## config.mk

```make
export PLATFORM = sky130hd
export DESIGN_NAME = fetch_controller
export DESIGN_NICKNAME = d
export VERILOG_FILES = /design/src/rtl/fetch_controller.sv
export SDC_FILE = /design/constraint.sdc
export NUM_CORES = 1
export LEC_CHECK = 0
export ABC_AREA = 1
export CAP_MARGIN = 20
export CORE_ASPECT_RATIO = 2
export CORE_MARGIN = 8
export CORE_UTILIZATION = 41
export CTS_CLUSTER_SIZE = 24
export DETAILED_ROUTE_END_ITERATION = 10
export GPL_TIMING_DRIVEN = 0
export PLACE_DENSITY = 0.8
export REMOVE_ABC_BUFFERS = 1
export SLEW_MARGIN = 10
export SYNTH_ARGS = -nofsm -noshare
export SYNTH_HDL_FRONTEND = slang
export SYNTH_SLANG_ARGS = --single-unit
```

## constraint.sdc

```tcl
create_clock -name clk -period 1.4 [get_ports clk]
set_input_delay 0.28 -clock clk [delete_from_list [all_inputs] [get_ports clk]]
set_output_delay 0.28 -clock clk [all_outputs]
set_load 0.05 [all_outputs]
```

## src/rtl/fetch_controller.sv

```systemverilog
// Instruction-fetch sequencer: steers the external PC, issues one imem request at a time, buffers one instruction for decode.
// Requests are held back while the decode buffer is full and not draining; redirects flush the buffer and drop stale responses.
module fetch_controller #(
  parameter int COUNT_W = 16
) (
  input  logic               clk,
  input  logic               rst_n,
  input  logic [31:0]        pc_in,
  output logic [1:0]         pc_sel,
  output logic [31:0]        pc_imm,
  output logic               imem_req_valid,
  input  logic               imem_req_ready,
  output logic [31:0]        imem_req_addr,
  input  logic               imem_rsp_valid,
  input  logic [31:0]        imem_rsp_data,
  output logic               instr_valid,
  input  logic               instr_ready,
  output logic [31:0]        instr_data,
  output logic [31:0]        instr_pc,
  input  logic               redirect_valid,
  input  logic [31:0]        redirect_target,
  output logic [COUNT_W-1:0] fetch_count
);

  typedef enum logic [1:0] {BOOT, REQ, WAIT, DRAIN} state_t;

  localparam logic [1:0] SEL_ZERO = 2'b11;
  localparam logic [1:0] SEL_INC4 = 2'b00;
  localparam logic [1:0] SEL_HOLD = 2'b01;
  localparam logic [1:0] SEL_LOAD = 2'b10;

  state_t      state, state_nxt;
  logic [31:0] req_pc;
  logic        redir;
  logic        req_hs;
  logic        rsp_take;

  always_comb begin
    state_nxt      = state;
    pc_sel         = SEL_HOLD;
    pc_imm         = '0;
    imem_req_valid = 1'b0;
    imem_req_addr  = pc_in;
    req_hs         = 1'b0;
    rsp_take       = 1'b0;
    redir          = redirect_valid && (state != BOOT);

    case (state)
      BOOT: begin
        pc_sel    = SEL_ZERO;
        state_nxt = REQ;
      end
      REQ: begin
        // Only issue when the buffer is guaranteed free by the time the response lands.
        imem_req_valid = !instr_valid || instr_ready;
        req_hs         = imem_req_valid && imem_req_ready;
        if (req_hs) begin
          pc_sel    = SEL_INC4;
          state_nxt = WAIT;
        end
      end
      WAIT: begin
        if (imem_rsp_valid) begin
          rsp_take  = !redir;
          state_nxt = REQ;
        end
      end
      DRAIN: begin
        if (imem_rsp_valid) state_nxt = REQ;
      end
      default: state_nxt = BOOT;
    endcase

    // An accepted request cannot be revoked, so its response must be drained.
    if (redir) begin
      pc_sel = SEL_LOAD;
      pc_imm = redirect_target;
      if (state == REQ) state_nxt = req_hs ? DRAIN : REQ;
      else              state_nxt = imem_rsp_valid ? REQ : DRAIN;
    end
  end

  always_ff @(posedge clk or negedge rst_n) begin
    if (!rst_n) state <= BOOT;
    else        state <= state_nxt;
  end

  always_ff @(posedge clk or negedge rst_n) begin
    if (!rst_n) begin
      req_pc      <= '0;
      instr_valid <= 1'b0;
      instr_data  <= '0;
      instr_pc    <= '0;
      fetch_count <= '0;
    end else begin
      if (req_hs) req_pc <= pc_in;
      if (instr_valid && instr_ready) fetch_count <= fetch_count + COUNT_W'(1);
      if (redir) begin
        instr_valid <= 1'b0;
      end else if (rsp_take) begin
        instr_valid <= 1'b1;
        instr_data  <= imem_rsp_data;
        instr_pc    <= req_pc;
      end else if (instr_valid && instr_ready) begin
        instr_valid <= 1'b0;
      end
    end
  end

endmodule

```

==> impl_results.md <==
* H-tree depth at 4
* Final Net Count at roughly 940
* Starting density of the core at 42.0%
* Largest net degree at the start of global routing at 74
* ANT cells at 0
* R2r setup slk at -0.20 ns
* Mapped cell area at 5280 sq um
* Sw Pwr at about 8.6 mW
* Vias at about 4800
* Crit path DAT at 1.58 ns
* DR iter-0 viols at 158
* Max Transition Viols Final at 0
* Placed Area at approximately 7600 sq um
* Die Y-Extent at roughly 180 um
* Vias in the first global route at 4912
* Reg2reg start: state[1]
* CP max stage delay at between 0.4 and 0.5 ns
* # DRC at 0
* Layout area overhead at 57.1%
* Rows at 58
* Vias per inst at around 4.8
* Setup-failing EPs final at 68
* GRT Total Usage at around a fifth
* Pre-CTS setup slack at -1.26 ns
* Post-synth top area cell: dfrtp_1
* Yosys warns at 0
* Required time worst endpoint at roughly 1.1 ns
* Gpl congestion at between 0.8 and 0.9
* Clock power frac at a little under a quarter
* Syn_area_per_cell at between 8 and 9 sq um
* Initial antenna violation count at 0
* Hold Fails Final Rpt at 0
* RSZ-0062 raised after global routing: yes
* Hold WC Path Type: in -> async
* DIE WIDTH at approximately 96 um
* Combinational share of power at ~48%
* Setup crit end kind: primary output
* Max Root-Sink Buffers at 2
* # Max-Cap Violations at 0
* Worst Tran Pin Value at approximately 0.55 ns
* Reg2Reg Depth at 4
* Tmin final at 1.86 ns
* Leak at 4.34 nW
* Clk_lat worst skew at roughly 0.4 ns
* GRT overflow at 0
* Yosys cell types at 26
* Area share of the largest cell type after synthesis at ~55%
* Root buf cell: clkbuf_16
* Max VDD drop at between 0.0015 and 0.002 V
* CTS tree: yes
* Seq/Total Area, Yosys at between 50% and 60%
* Ys flop type: dfrtp_1
* Status: finished with violations
* Core area at between 10000 and 15000 sq um
* F_max at around 0.54 GHz
* First drt pass iteration count at 4
* Switch share at 46.5%
* Internal at between 9 and 10 mW
* Crit Path Category: reg -> out
* Setup slack after layout at -0.459 ns
* Detail Route Antenna Nets at 0
* Final wirelength at ~18000 um
* Post-Syn Instances at approximately 600
* Routed wire per std cell at approximately 18 um
* Leading post-synthesis cells by cell area: dfrtp_1 (55%), inv_1 (7.8%), nand2_1 (7.3%), buf_4 (5.4%), o21ai_1 (5.1%)
* Crit-path cells: inv_2 > a21oi_4 > buf_12 > inv_6 > nor2_2 > buf_6
* Worst-path clk slew at approximately 0.050 ns
* CTS Buf Count at 17
* Flop pwr share at between 20% and 30%
* Startpoint types: register
* EDFF count, synth at 0
* HPWL Detailed at 11400 um
* Clock Sinks at around 120
* Die area at approximately 17000 sq um
* Top Ports at 250
* Port bufs at between 200 and 250
* Final worst path period share at 133%
* Asr flop ratio synth at 100%
* Share of cells above drive strength 1 at 33.2%
* Crit Reg-Reg Endpoint: req_pc[29]
* Final instance area at slightly above 8000 sq um
* Critical-path top delay cell: dfrtp_2
* Clk_skew at between 0.007 and 0.008 ns
* CP max FO at 8
* First-pass GRT wire length at approximately 25000 um
* Yosys reg bits at ~120
* Max_slew headroom at a little under two thirds
* Power Density at roughly 2200 nW/um^2
* Failing checks: negative setup slack
-- cells by family after synthesis --
logic type,share of synthesized area (%)
flops,54.5
simple gates,15.7
compound gates,11.1
buf+inv,16.8
fa+ha+maj,0.237
xor+xnor,1.66
-- through the flow --
stage,total power [mW],std cells,TNS [ns],util [%],hold WS (ns)
floorplan,10.9,538,-127.84,-,-0.0156
CTS,18.2,984,-41.69,63.2,0.369
finish,18.5,997,-20.25,66.0,0.386
detailed placement,14.3,940,-131.92,60.3,0.225
global route,19.4,997,-24.22,66.0,0.406
global placement,14.2,937,-794.56,59.6,0.465
-- synthesized netlist by cell type, drive strengths merged, types with 3 or more instances --
cell / instances
a21oi: 36
buf: 55
dfrtp: 115
inv: 111
nand2: 103
nand3: 7
nand3b: 3
nand4: 5
nor2: 79
o21ai: 67
xnor2: 7
xor2: 3
-- state kept, by name, summed over array words and instances (netlist names) --
name / flops
fetch_count: 16
instr_data: 32
instr_pc: 32
instr_valid: 1
req_pc: 32
state: 2
-- worst max path at each step --
stage                   startpoint            end  slack, ns  cells after the start
finish                    state[1]      pc_imm[4]      -0.46                      6
global route              state[1]     pc_imm[31]      -0.51                      6
CTS                       state[0]      pc_imm[8]      -0.43                      6
detailed placement  redirect_valid     pc_imm[11]      -1.26                      6
global placement             rst_n       state[0]      -4.42                      1
floorplan                 state[0]  instr_data[0]      -1.46                      3
-- power groups by stage --
stage	combinational [mW]	sequential [mW]	clock [mW]
final	8.79	5.30	4.37
after global routing	9.33	5.45	4.58
after floorplan	2.34	8.52	0
after global placement	8.85	5.32	0
after CTS	8.47	5.29	4.45
after detailed placement	8.95	5.37	0
-- area by class of cell --
class	count	area, sq um
repair buffers	271	2360
inverters	111	434
well taps	150	188
clock inverters	11	153
flip-flops and latches	115	2880
multi-input cells	316	1800
fillers	1003	4260
repair inverters	2	17.5
clock buffers	21	450
-- layer usage --
metal  track usage [%]  routed length, um  vias to the layer above  part of all wire [%]
met5                 0                  0                        -                     0
met4              10.7                773                        0                   4.2
met3              5.66               1290                       45                   7.0
met2              33.9              10200                      196                    55
met1              18.8               6140                     2261                    33
li1                  -                  -                     2279                     -
-- cell usage in the layout, fill, tap and decap left out, types with 4 or more instances in the layout --
cell type        instances
dfrtp_1                110
inv_1                  106
nand2_1                 99
clkdlybuf4s50_1         99
buf_2                   99
o21ai_1                 53
nor2_1                  44
buf_6                   31
clkbuf_16               21
buf_4                   21
a21oi_1                 20
nor2_4                  18
nor2_2                  17
a21oi_2                 15
buf_8                    9
o21ai_0                  8
xnor2_1                  7
o21ai_2                  6
nand3_1                  5
dfrtp_2                  5
nand4_4                  4
nand4_1                  4
-- worst max-delay path, delay by kind of cell, from the launching register on --
kind | cells | cell delay, ns
AO/OA/AOI/OAI | 1 | 0.17
buffers and inverters | 4 | 0.48
AND/OR/NAND/NOR | 1 | 0.11
flip-flops | 1 | 0.42
-- repair_timing --
action                                 4_1_cts  5_1_grt
resized for setup                          866       50
hold buffers                                 1        0
setup endpoints to repair                  249      146
setup buffers                                8        6
pin swaps                                    7        4
gates cloned                                 3        8
endpoints found under the hold margin       42        0
Note: power is estimated with default switching activity, not from simulation.
